<file path="config.mk">
export PLATFORM = sky130hd
export DESIGN_NAME = uart_rx_fifo
export DESIGN_NICKNAME = d
export VERILOG_FILES = /design/src/rtl/uart_rx_fifo.sv
export SDC_FILE = /design/constraint.sdc
export NUM_CORES = 1
export LEC_CHECK = 0
export ABC_AREA = 1
export BUFFER_PORTS_ARGS = -buffer_cell sky130_fd_sc_hd__clkbuf_2
export CAP_MARGIN = 0
export CORE_UTILIZATION = 45
export CTS_BUF_LIST = sky130_fd_sc_hd__clkbuf_8
export CTS_CLUSTER_SIZE = 25
export DETAILED_ROUTE_END_ITERATION = 8
export PLACE_DENSITY = 0.59
export SLEW_MARGIN = 20
export SYNTH_ARGS = -nofsm -noshare
export SYNTH_HDL_FRONTEND = slang
export SYNTH_SLANG_ARGS = --single-unit
</file>
<file path="constraint.sdc">
create_clock -name sysclk -period 4.6 [get_ports sysclk]
set_input_delay 0.69 -clock sysclk [delete_from_list [all_inputs] [get_ports sysclk]]
set_output_delay 0.69 -clock sysclk [all_outputs]
set_load 0.1 [all_outputs]
</file>
<file path="src/rtl/uart_rx_fifo.sv">
// -----------------------------------------------------------------------------
// uart_rx_fifo
//   Oversampling UART receiver with configurable data width, parity and stop
//   bits. Each bit is decided by a 3-sample majority around mid-bit; a start
//   bit that is high at mid-bit is rejected. Frames are pushed, with their
//   parity/framing flags, into a first-word-fall-through FIFO.
//
// Ports:
//   sysclk      system clock
//   reset       synchronous active-high reset
//   UART_RX     asynchronous serial line, idle high
//   RX_READ     pop the head entry (ignored while RX_VALID=0)
//   RX_DATA     head entry data, LSB = first bit received (0 when empty)
//   RX_PERR     head entry parity error (0 when empty)
//   RX_FERR     head entry framing error (0 when empty)
//   RX_VALID    FIFO non-empty
//   RX_OVERRUN  sticky: a frame was dropped because the FIFO was full
// -----------------------------------------------------------------------------
module uart_rx_fifo #(
  parameter int CLK_FREQ   = 100000000,
  parameter int BAUD       = 9600,
  parameter int OVERSAMPLE = 16,
  parameter int DATA_BITS  = 8,
  parameter int PARITY     = 0,
  parameter int STOP_BITS  = 1,
  parameter int FIFO_DEPTH = 4
) (
  input  logic                 sysclk,
  input  logic                 reset,
  input  logic                 UART_RX,
  input  logic                 RX_READ,
  output logic [DATA_BITS-1:0] RX_DATA,
  output logic                 RX_PERR,
  output logic                 RX_FERR,
  output logic                 RX_VALID,
  output logic                 RX_OVERRUN
);

  localparam int DIV    = CLK_FREQ / (BAUD * OVERSAMPLE);
  localparam int TICK_W = (DIV > 1) ? $clog2(DIV) : 1;
  localparam int SAMP_W = $clog2(OVERSAMPLE);
  localparam int MID    = OVERSAMPLE / 2;
  localparam int BIT_W  = $clog2(DATA_BITS);
  localparam int AW     = $clog2(FIFO_DEPTH);
  localparam int EW     = DATA_BITS + 2;

  typedef enum logic [2:0] {
    ST_IDLE   = 3'd0,
    ST_START  = 3'd1,
    ST_DATA   = 3'd2,
    ST_PARITY = 3'd3,
    ST_STOP   = 3'd4
  } state_t;

  // Parity check: odd requires XOR(data,parity)=1, even requires 0.
  function automatic logic parity_err(input logic [DATA_BITS-1:0] data, input logic pbit);
    logic x;
    x = ^{data, pbit};
    if (PARITY == 1)      parity_err = ~x;
    else if (PARITY == 2) parity_err = x;
    else                  parity_err = 1'b0;
  endfunction

  state_t                state_r, state_nx_s;
  logic                  meta_r, rx_s_r, rx_d_r;
  logic [TICK_W-1:0]     tick_cnt_r;
  logic [SAMP_W-1:0]     samp_cnt_r;
  logic                  samp_a_r, samp_b_r;
  logic [BIT_W-1:0]      bit_cnt_r;
  logic [DATA_BITS-1:0]  shift_r;
  logic                  perr_r, ferr_r, push_r, overrun_r;
  logic [EW-1:0]         mem_r [FIFO_DEPTH];
  logic [AW:0]           wr_ptr_r, rd_ptr_r;

  logic tick_s, mid_s, end_s, maj_s, start_edge_s, last_data_s, last_stop_s;
  logic clr_cnt_s, shift_s, par_chk_s, stop_chk_s, bit_clr_s, bit_inc_s, push_set_s;
  logic empty_s, full_s, pop_s, wr_en_s;
  logic [EW-1:0] head_s;

  assign tick_s       = (tick_cnt_r == TICK_W'(DIV - 1));
  assign mid_s        = tick_s && (samp_cnt_r == SAMP_W'(MID + 1));
  assign end_s        = tick_s && (samp_cnt_r == SAMP_W'(OVERSAMPLE - 1));
  // Current rx_s_r is the third sample, taken at tick MID+1.
  assign maj_s        = (samp_a_r & samp_b_r) | (samp_a_r & rx_s_r) | (samp_b_r & rx_s_r);
  // Needs a high-to-low transition, so a line parked low never restarts a frame.
  assign start_edge_s = rx_d_r & ~rx_s_r;
  assign last_data_s  = (bit_cnt_r == BIT_W'(DATA_BITS - 1));
  assign last_stop_s  = (bit_cnt_r == BIT_W'(STOP_BITS - 1));

  // Input synchronizer (rx_s_r) and its one-cycle delayed copy (rx_d_r).
  always_ff @(posedge sysclk) begin
    if (reset) begin
      meta_r <= 1'b1;
      rx_s_r <= 1'b1;
      rx_d_r <= 1'b1;
    end else begin
      meta_r <= UART_RX;
      rx_s_r <= meta_r;
      rx_d_r <= rx_s_r;
    end
  end

  // Baud tick divider and per-bit sample counter, both realigned on a start edge.
  always_ff @(posedge sysclk) begin
    if (reset || clr_cnt_s) begin
      tick_cnt_r <= '0;
      samp_cnt_r <= '0;
    end else if (tick_s) begin
      tick_cnt_r <= '0;
      samp_cnt_r <= (samp_cnt_r == SAMP_W'(OVERSAMPLE - 1)) ? '0 : samp_cnt_r + SAMP_W'(1);
    end else begin
      tick_cnt_r <= tick_cnt_r + TICK_W'(1);
    end
  end

  // Capture the first two majority samples at ticks MID-1 and MID.
  always_ff @(posedge sysclk) begin
    if (reset) begin
      samp_a_r <= 1'b1;
      samp_b_r <= 1'b1;
    end else begin
      if (tick_s && (samp_cnt_r == SAMP_W'(MID - 1))) samp_a_r <= rx_s_r;
      if (tick_s && (samp_cnt_r == SAMP_W'(MID)))     samp_b_r <= rx_s_r;
    end
  end

  // FSM state register.
  always_ff @(posedge sysclk) begin
    if (reset) state_r <= ST_IDLE;
    else       state_r <= state_nx_s;
  end

  // FSM next-state logic.
  always_comb begin
    state_nx_s = state_r;
    case (state_r)
      ST_IDLE: begin
        if (start_edge_s) state_nx_s = ST_START;
        else              state_nx_s = ST_IDLE;
      end
      ST_START: begin
        if (mid_s && maj_s) state_nx_s = ST_IDLE;
        else if (end_s)     state_nx_s = ST_DATA;
        else                state_nx_s = ST_START;
      end
      ST_DATA: begin
        if (end_s && last_data_s) state_nx_s = (PARITY != 0) ? ST_PARITY : ST_STOP;
        else                      state_nx_s = ST_DATA;
      end
      ST_PARITY: begin
        if (end_s) state_nx_s = ST_STOP;
        else       state_nx_s = ST_PARITY;
      end
      ST_STOP: begin
        // Leave at mid-sample of the last stop bit; the trailing half-bit is not waited out.
        if (mid_s && last_stop_s) state_nx_s = ST_IDLE;
        else                      state_nx_s = ST_STOP;
      end
      default: state_nx_s = ST_IDLE;
    endcase
  end

  // FSM output decode: datapath strobes for the current state.
  always_comb begin
    clr_cnt_s  = 1'b0;
    shift_s    = 1'b0;
    par_chk_s  = 1'b0;
    stop_chk_s = 1'b0;
    bit_clr_s  = 1'b0;
    bit_inc_s  = 1'b0;
    push_set_s = 1'b0;
    case (state_r)
      ST_IDLE:   clr_cnt_s = start_edge_s;
      ST_START:  bit_clr_s = end_s;
      ST_DATA: begin
        shift_s   = mid_s;
        bit_clr_s = end_s & last_data_s;
        bit_inc_s = end_s & ~last_data_s;
      end
      ST_PARITY: begin
        par_chk_s = mid_s;
        bit_clr_s = end_s;
      end
      ST_STOP: begin
        stop_chk_s = mid_s;
        push_set_s = mid_s & last_stop_s;
        bit_inc_s  = end_s;
      end
      default: clr_cnt_s = 1'b0;
    endcase
  end

  // Frame datapath: bit counter, shift register, error flags, push strobe.
  always_ff @(posedge sysclk) begin
    if (reset) begin
      bit_cnt_r <= '0;
      shift_r   <= '0;
      perr_r    <= 1'b0;
      ferr_r    <= 1'b0;
      push_r    <= 1'b0;
    end else begin
      push_r <= push_set_s;
      if (clr_cnt_s || bit_clr_s) bit_cnt_r <= '0;
      else if (bit_inc_s)         bit_cnt_r <= bit_cnt_r + BIT_W'(1);
      if (shift_s) shift_r <= {maj_s, shift_r[DATA_BITS-1:1]};
      if (clr_cnt_s)      perr_r <= 1'b0;
      else if (par_chk_s) perr_r <= parity_err(shift_r, maj_s);
      if (clr_cnt_s)                 ferr_r <= 1'b0;
      else if (stop_chk_s && !maj_s) ferr_r <= 1'b1;
    end
  end

  // Extra pointer MSB distinguishes full from empty when the index bits match.
  assign empty_s = (wr_ptr_r == rd_ptr_r);
  assign full_s  = (wr_ptr_r[AW] != rd_ptr_r[AW]) && (wr_ptr_r[AW-1:0] == rd_ptr_r[AW-1:0]);
  assign pop_s   = RX_READ & ~empty_s;
  // A simultaneous pop frees the slot, so a full FIFO still accepts the push.
  assign wr_en_s = push_r & (~full_s | pop_s);

  // FIFO storage, pointers and sticky overrun flag.
  always_ff @(posedge sysclk) begin
    if (reset) begin
      wr_ptr_r  <= '0;
      rd_ptr_r  <= '0;
      overrun_r <= 1'b0;
      for (int i = 0; i < FIFO_DEPTH; i++) mem_r[i] <= '0;
    end else begin
      if (wr_en_s) begin
        mem_r[wr_ptr_r[AW-1:0]] <= {shift_r, perr_r, ferr_r};
        wr_ptr_r <= wr_ptr_r + (AW+1)'(1);
      end
      if (pop_s) rd_ptr_r <= rd_ptr_r + (AW+1)'(1);
      if (push_r && full_s && !pop_s) overrun_r <= 1'b1;
    end
  end

  assign head_s     = mem_r[rd_ptr_r[AW-1:0]];
  assign RX_VALID   = ~empty_s;
  assign RX_DATA    = empty_s ? '0   : head_s[EW-1:2];
  assign RX_PERR    = empty_s ? 1'b0 : head_s[1];
  assign RX_FERR    = empty_s ? 1'b0 : head_s[0];
  assign RX_OVERRUN = overrun_r;

endmodule
</file>
==> results of run 1 <==
stage by stage:
| stage | hold slack (ns) | cell area [µm²] |
|---|---|---|
| 2_1_floorplan | 0.3895 | 3792 |
| 3_3_place_gp | 0.3930 | 3904 |
| 3_5_place_dp | 0.4114 | 3904 |
| 4_1_cts | 0.4262 | 4111 |
| 5_1_grt | 0.4592 | 4111 |
| 6_report | 0.4189 | 4111 |
layout by cell type, fill, tap and decap left out, types with 2 or more instances in the layout:
master and n:
xor2_1 6, bufinv_16 2, xnor2_1 2, nand3_1 25
inv_2 8, dfxtp_1 44, nor2_2 2, a21oi_1 20
o21ai_0 16, clkbuf_8 9, o21ai_1 8, o32ai_1 9
nor2_4 2, nand4_1 10, nand2_1 66, inv_1 54
or2_2 2, edfxtp_1 36, ha_1 10, nor2_1 73
nor3_1 32, clkbuf_2 14
worst max path at each step:
stage                                            to                startpoint  slack [ns]  depth (start not counted)
after global routing                     RX_DATA[4]  wr_ptr_r[0]$_SDFFE_PP0P_        1.49                          6
final                                    RX_DATA[3]  wr_ptr_r[0]$_SDFFE_PP0P_        1.70                          6
after CTS                                RX_DATA[2]  wr_ptr_r[0]$_SDFFE_PP0P_        1.68                          6
after global placement    mem_r[1][3]$_SDFFCE_PN0P_                     reset        1.63                          4
after floorplan                          RX_DATA[0]  wr_ptr_r[0]$_SDFFE_PP0P_        1.47                          6
after detailed placement  mem_r[1][6]$_SDFFCE_PN0P_                     reset        1.51                          4
Yosys cell counts, types with 2 or more instances:
cell      count  share of area
o21ai_1       6         0.0079
nand3_1      25          0.033
inv_2         8         0.0079
o32ai_1       9          0.021
inv_1        50          0.049
dfxtp_1      44           0.23
xnor2_1       2         0.0046
nor2_4        2         0.0059
a21oi_1      20          0.026
xor2_1        6          0.014
nor3_1       32          0.042
ha_1         10          0.033
buf_4         2         0.0040
nand4_1      10          0.016
buf_2         6         0.0079
nor2_1       73          0.072
clkbuf_1      8         0.0079
nor2_2        2         0.0033
or2_2         2         0.0033
nand2_1      66          0.065
edfxtp_1     36           0.29
o21ai_0      18          0.024
power breakdown:
| part | switching (mW) | total (mW) | leakage (nW) | internal [mW] |
|---|---|---|---|---|
| clock network | 0.247 | 0.546 | 0.118 | 0.299 |
| registers | 0.0206 | 0.781 | 0.718 | 0.761 |
| logic | 0.151 | 0.189 | 0.837 | 0.0374 |
| total | 0.419 | 1.52 | 1.67 | 1.10 |
area by class of cell:
type	instances	share of cell area
clock inverter	7	0.02039
tap	105	0.03195
clock buffer	9	0.03013
timing repair buffer	14	0.01704
sequential	80	0.4772
multi-input combinational	296	0.3704
inverter	58	0.05295
per-layer routing:
layer	routed length, µm	up-vias	global-route usage
met5	0	-	0
met4	210	0	0.1038
met1	3440	1293	0.2349
li1	-	1523	-
met3	282	20	0.03317
met2	3515	66	0.3120
registers in the layout (all words and copies together) (netlist names), 3 cells and up, named ones only:
name        cells
mem_r          36
rd_ptr_r        3
wr_ptr_r        3
shift_r         8
bit_cnt_r       3
samp_cnt_r      4
state_r         3
tick_cnt_r     10
worst register-to-register path: cells and delay by family (launching register included):
family	cells	cell delay [ns]
xor gates and xnor gates	1	0.19
and+or+nand+nor	3	0.60
AOI/OAI and AO/OA	1	0.81
DFF	1	0.63
kinds of logic after synthesis:
family | synth area share
compound gates | 0.08282
xor+xnor | 0.01848
fa+ha+maj | 0.03299
buf+inv | 0.08116
flops | 0.5173
other cells | 0.0009888
simple gates | 0.2663
==> results.py, run 1 <==
metrics = {
    "run_status": {
        "outcome": "finished clean",
    },
    "cts": {
        "hold_buffers": 0,
        "cts_made_buffers": 9,
        "cts_resized": 0,
        "clk_latency_ns": 0.35,
        "htreeDepth": 3,
        "clock_path_buffers": 2,
        "cts_root_buf": "clkbuf_8",
        "cts_setup_buffers": 0,
        "cts_tree": "yes",
        "cts_sinks": 80,
        "clk_pin_slew_ns": 0.08,
    },
    "critical_path": {
        "crit_top_cell": "nand2_1",
        "r2r_cells": 5,
        "worst_setup_path_start_kind": "register",
        "max_stage_delay_ns": 0.63,
        "r2r-end": "mem_r[0][5]$_SDFFCE_PN0P_",
        "cp_cell_sequence": "xor2_1 > nor2_1 > nand2_1 > nand2_1 > inv_1 > clkbuf_2",
        "critPathRequiredTime_ns": 3.91,
        "critPathKind": "reg -> out",
        "end_kind": "output pin",
        "cp_slowest_cell": "dfxtp_1",
        "critical_path_buf_inv_count": 2,
        "r2r-start": "wr_ptr_r[0]$_SDFFE_PP0P_",
        "r2r_setup_slack_ns": 2.01,
        "path_max_fanout": 13,
        "arrival_ns": 2.21,
        "worst_path_dominant_cell_family": "flip-flops",
    },
    "synth": {
        "synth-edff-count": 36,
        "ys_seq_elements": 80,
        "ys.flop_type": "dfxtp_1",
        "synthesis.nets": 466,
        "ys_seq_area_frac": 0.5173,
        "syn_avg_cell_area_um2": 8.390,
        "synthCells": 452,
        "synth_warnings": 0,
        "synth_area_mm2": 0.003792,
        "synth-async-reset-ratio": 0,
        "yosysUniqueCellTypes": 37,
    },
    "floorplan": {
        "die_h_um": 93.80,
        "rows": 33,
        "fp.coreArea_mm2": 0.008175,
        "die-area_mm2": 0.008798,
        "io_pins": 16,
        "start_util": 0.4639,
        "die_x_um": 93.80,
    },
    "finish": {
        "multi_input_area_mm2": 0.001523,
        "syn_to_final_growth_pct": 8.413,
        "utilization": 0.5029,
        "nNetsFinal": 473,
        "seq_area_mm2": 0.001962,
        "drive_above_1_share": 0.09698,
        "diodes": 0,
        "fill_cells": 764,
        "layout.cells.non_filler": 569,
    },
    "global_routing": {
        "grt_first_pass_wirelength_um": 12700,
        "grt.total_usage": 0.1895,
        "overflow": 0,
        "grt_max_degree": 24,
        "antenna_found_initial": 0,
        "grt_pass1_vias": 2779,
    },
    "sta": {
        "tightestPinTransition_ns": 0.8684,
        "fin_skew_ns": 0.009675,
        "maxSlewHeadroom": 0.4189,
        "period_share": 0.6309,
        "finalSetupViolations": 0,
        "rsz0062_at_grt": "no",
        "finalWorstSetupSlack_ns": 1.698,
        "setup_tns_ns": 0,
        "fin_crit_ns": 2.902,
        "slew_viol_final": 0,
        "fmax_mhz": 344.6,
        "hold_viol_final": 0,
    },
    "power_and_ir_drop": {
        "ir_drop_v": 0.0001465,
        "p_leak_nw": 1.674,
        "p_per_area_mw_per_mm2": 368.7,
        "power_mw": 1.516,
    },
    "placement": {
        "dp_cells": 553,
        "place.gp.congestion": 0.7621,
        "place_ws_ns": 1.513,
        "place_hpwl_um": 5351,
        "io_buffer_count": 14,
    },
    "route": {
        "dr_total_vias": 2902,
        "postRouteAntennaNets": 0,
        "route.detailed.drc": 0,
        "drt_iter0_drc": 142,
        "dr.pass1.iters": 4,
        "drt-vias-per-instance": 5.100,
        "wl_per_cell_um": 13.09,
        "wirelength_um": 7447,
    },
    "job": {
        "drv_cap": 0,
    },
    "hold_path": {
        "hold_depth": 1,
        "min_to": "rx_s_r$_SDFF_PP1_",
        "hp-class": "reg -> reg",
        "worstHoldStart": "meta_r$_SDFF_PP1_",
    },
}
(Power assumes the default switching activity.)
==> inputs of run 2 (changes only) <==
--- a/config.mk
+++ b/config.mk
@@ -12,7 +12,7 @@
 export CTS_BUF_LIST = sky130_fd_sc_hd__clkbuf_8
 export CTS_CLUSTER_SIZE = 25
 export DETAILED_ROUTE_END_ITERATION = 8
-export PLACE_DENSITY = 0.59
+export PLACE_DENSITY = 0.62
 export SLEW_MARGIN = 20
 export SYNTH_ARGS = -nofsm -noshare
 export SYNTH_HDL_FRONTEND = slang
==> constraint.sdc (replaced) <==
create_clock -name sysclk -period 2.4 [get_ports sysclk]
set_input_delay 0.36 -clock sysclk [delete_from_list [all_inputs] [get_ports sysclk]]
set_output_delay 0.36 -clock sysclk [all_outputs]
set_load 0.1 [all_outputs]
==> results.py, run 2 (synthesis gave the netlist of run 1 again) <==
metrics = {
    "critical_path": {
        "cp_cell_sequence": "o21ai_0 > o32ai_1 > nand2_1 > inv_1 > buf_12",
        "path_max_fanout": 18,
        "end_kind": "output pin",
        "critPathKind": "reg -> out",
        "worst_setup_path_start_kind": "register",
        "worst_path_dominant_cell_family": "flip-flops",
        "max_stage_delay_ns": 0.68,
        "arrival_ns": 1.75,
        "cp_slowest_cell": "dfxtp_1",
        "critical_path_buf_inv_count": 2,
        "critPathRequiredTime_ns": 2.04,
    },
    "route": {
        "wirelength_um": 7436,
        "postRouteAntennaNets": 0,
        "drt-vias-per-instance": 5.109,
        "route.detailed.drc": 0,
        "drt_iter0_drc": 217,
        "dr_total_vias": 2948,
        "dr.pass1.iters": 5,
        "wl_per_cell_um": 12.89,
    },
    "placement": {
        "io_buffer_count": 14,
        "place_ws_ns": 0.3345,
        "place_hpwl_um": 5165,
        "place.gp.congestion": 0.8340,
    },
    "run_status": {
        "outcome": "finished clean",
    },
    "global_routing": {
        "overflow": 0,
        "grt.total_usage": 0.1932,
        "grt_max_degree": 24,
        "grt_pass1_vias": 2823,
        "antenna_found_initial": 0,
        "grt_first_pass_wirelength_um": 13190,
    },
    "sta": {
        "period_share": 0.8805,
        "hold_viol_final": 0,
        "maxSlewHeadroom": 0.4274,
        "fin_crit_ns": 2.113,
        "tightestPinTransition_ns": 0.8557,
        "fin_skew_ns": 0.01417,
        "finalWorstSetupSlack_ns": 0.2868,
        "finalSetupViolations": 0,
        "slew_viol_final": 0,
        "fmax_mhz": 473.2,
        "rsz0062_at_grt": "no",
        "setup_tns_ns": 0,
    },
    "finish": {
        "nNetsFinal": 481,
        "diodes": 0,
        "fill_cells": 770,
        "multi_input_area_mm2": 0.001525,
        "layout_commonest_cell": "nor2_1",
        "syn_to_final_growth_pct": 14.09,
        "regMostFlops": "mem_r",
        "seq_area_mm2": 0.001962,
        "top_regs": "mem_r: 36 flops, tick_cnt_r: 10 flops, shift_r: 8 flops",
        "largest_reg_flops": 36,
        "final_cell_mix": "73 x nor2_1, 65 x nand2_1, 51 x inv_1",
        "drive_above_1_share": 0.1208,
    },
    "floorplan": {
        "die_x_um": 93.80,
        "io_pins": 16,
        "start_util": 0.4639,
        "fp.coreArea_mm2": 0.008175,
        "rows": 33,
        "die_h_um": 93.80,
        "die-area_mm2": 0.008798,
    },
    "cts": {
        "clk_pin_slew_ns": 0.08,
        "clock_path_buffers": 2,
        "cts_resized": 0,
        "cts_made_buffers": 9,
        "hold_buffers": 0,
        "cts_sinks": 80,
        "htreeDepth": 3,
        "clk_latency_ns": 0.35,
        "cts_tree": "yes",
        "cts_setup_buffers": 0,
        "cts_root_buf": "clkbuf_8",
    },
    "job": {
        "drv_cap": 0,
    },
    "hold_path": {
        "hp-class": "in -> reg",
    },
    "power_and_ir_drop": {
        "ir_drop_v": 0.0003265,
        "p_per_area_mw_per_mm2": 701.1,
        "p_leak_nw": 1.740,
    },
}
run 2: cell count changes in the layout (fill, tap and decap cells not counted), sizes merged:
| cell | change |
|---|---|
| buf | +18 |
| clkbuf | -9 |
| inv | -3 |
| clkinv | +1 |
| clkinvlp | +1 |
run 2: through the flow:
| step | instances | utilization | total power [mW] | hold slack, ns | instance area, µm² |
|---|---|---|---|---|---|
| floorplan | 452 | - | 1.835 | 0.3895 | 3794 |
| global placement | 561 | 0.5017 | 1.966 | 0.3920 | 4101 |
| detailed placement | 561 | 0.5017 | 1.973 | 0.3994 | 4101 |
| CTS | 577 | 0.5289 | 3.058 | 0.1990 | 4324 |
| global route | 577 | 0.5292 | 3.159 | 0.2087 | 4327 |
| finish | 577 | 0.5292 | 3.034 | 0.2124 | 4327 |
run 2: power breakdown:
part | switching, mW | internal [mW]
combinational | 0.311 | 0.138
clock | 0.485 | 0.611
sequential | 0.0314 | 1.46
total | 0.827 | 2.21
run 2: final timing paths:
| check | from | endpoint | slack [ns] | cells past startpoint |
|---|---|---|---|---|
| worst max-delay path | register | RX_DATA[6] | 0.29 | 5 |
| worst min-delay path | UART_RX | meta_r$_SDFF_PP1_ | 0.21 | 2 |
| worst max register to register | rd_ptr_r[1]$_SDFFE_PP0N_ | mem_r[3][3]$_DFFE_PP_ | 0.31 | 6 |
| worst min register to register | meta_r$_SDFF_PP1_ | rx_s_r$_SDFF_PP1_ | 0.42 | 1 |
run 2: layout make-up:
cell class,count,area share
Multi-Input combinational cell,296,0.3525
Clock buffer,10,0.03181
Inverter,58,0.05032
Tap cell,105,0.03036
Timing Repair Buffer,22,0.06189
Sequential cell,80,0.4534
Clock inverter,6,0.01966
run 2: metal layers:
layer / share of wire / up-vias / global-route usage / wire length [µm]
met2: 0.49 / 37 / 0.3333 / 3650
met1: 0.48 / 1365 / 0.2397 / 3539
met4: 0.013 / 0 / 0.08462 / 97
li1: - / 1538 / - / -
met5: 0 / - / 0 / 0
met3: 0.020 / 8 / 0.02670 / 149
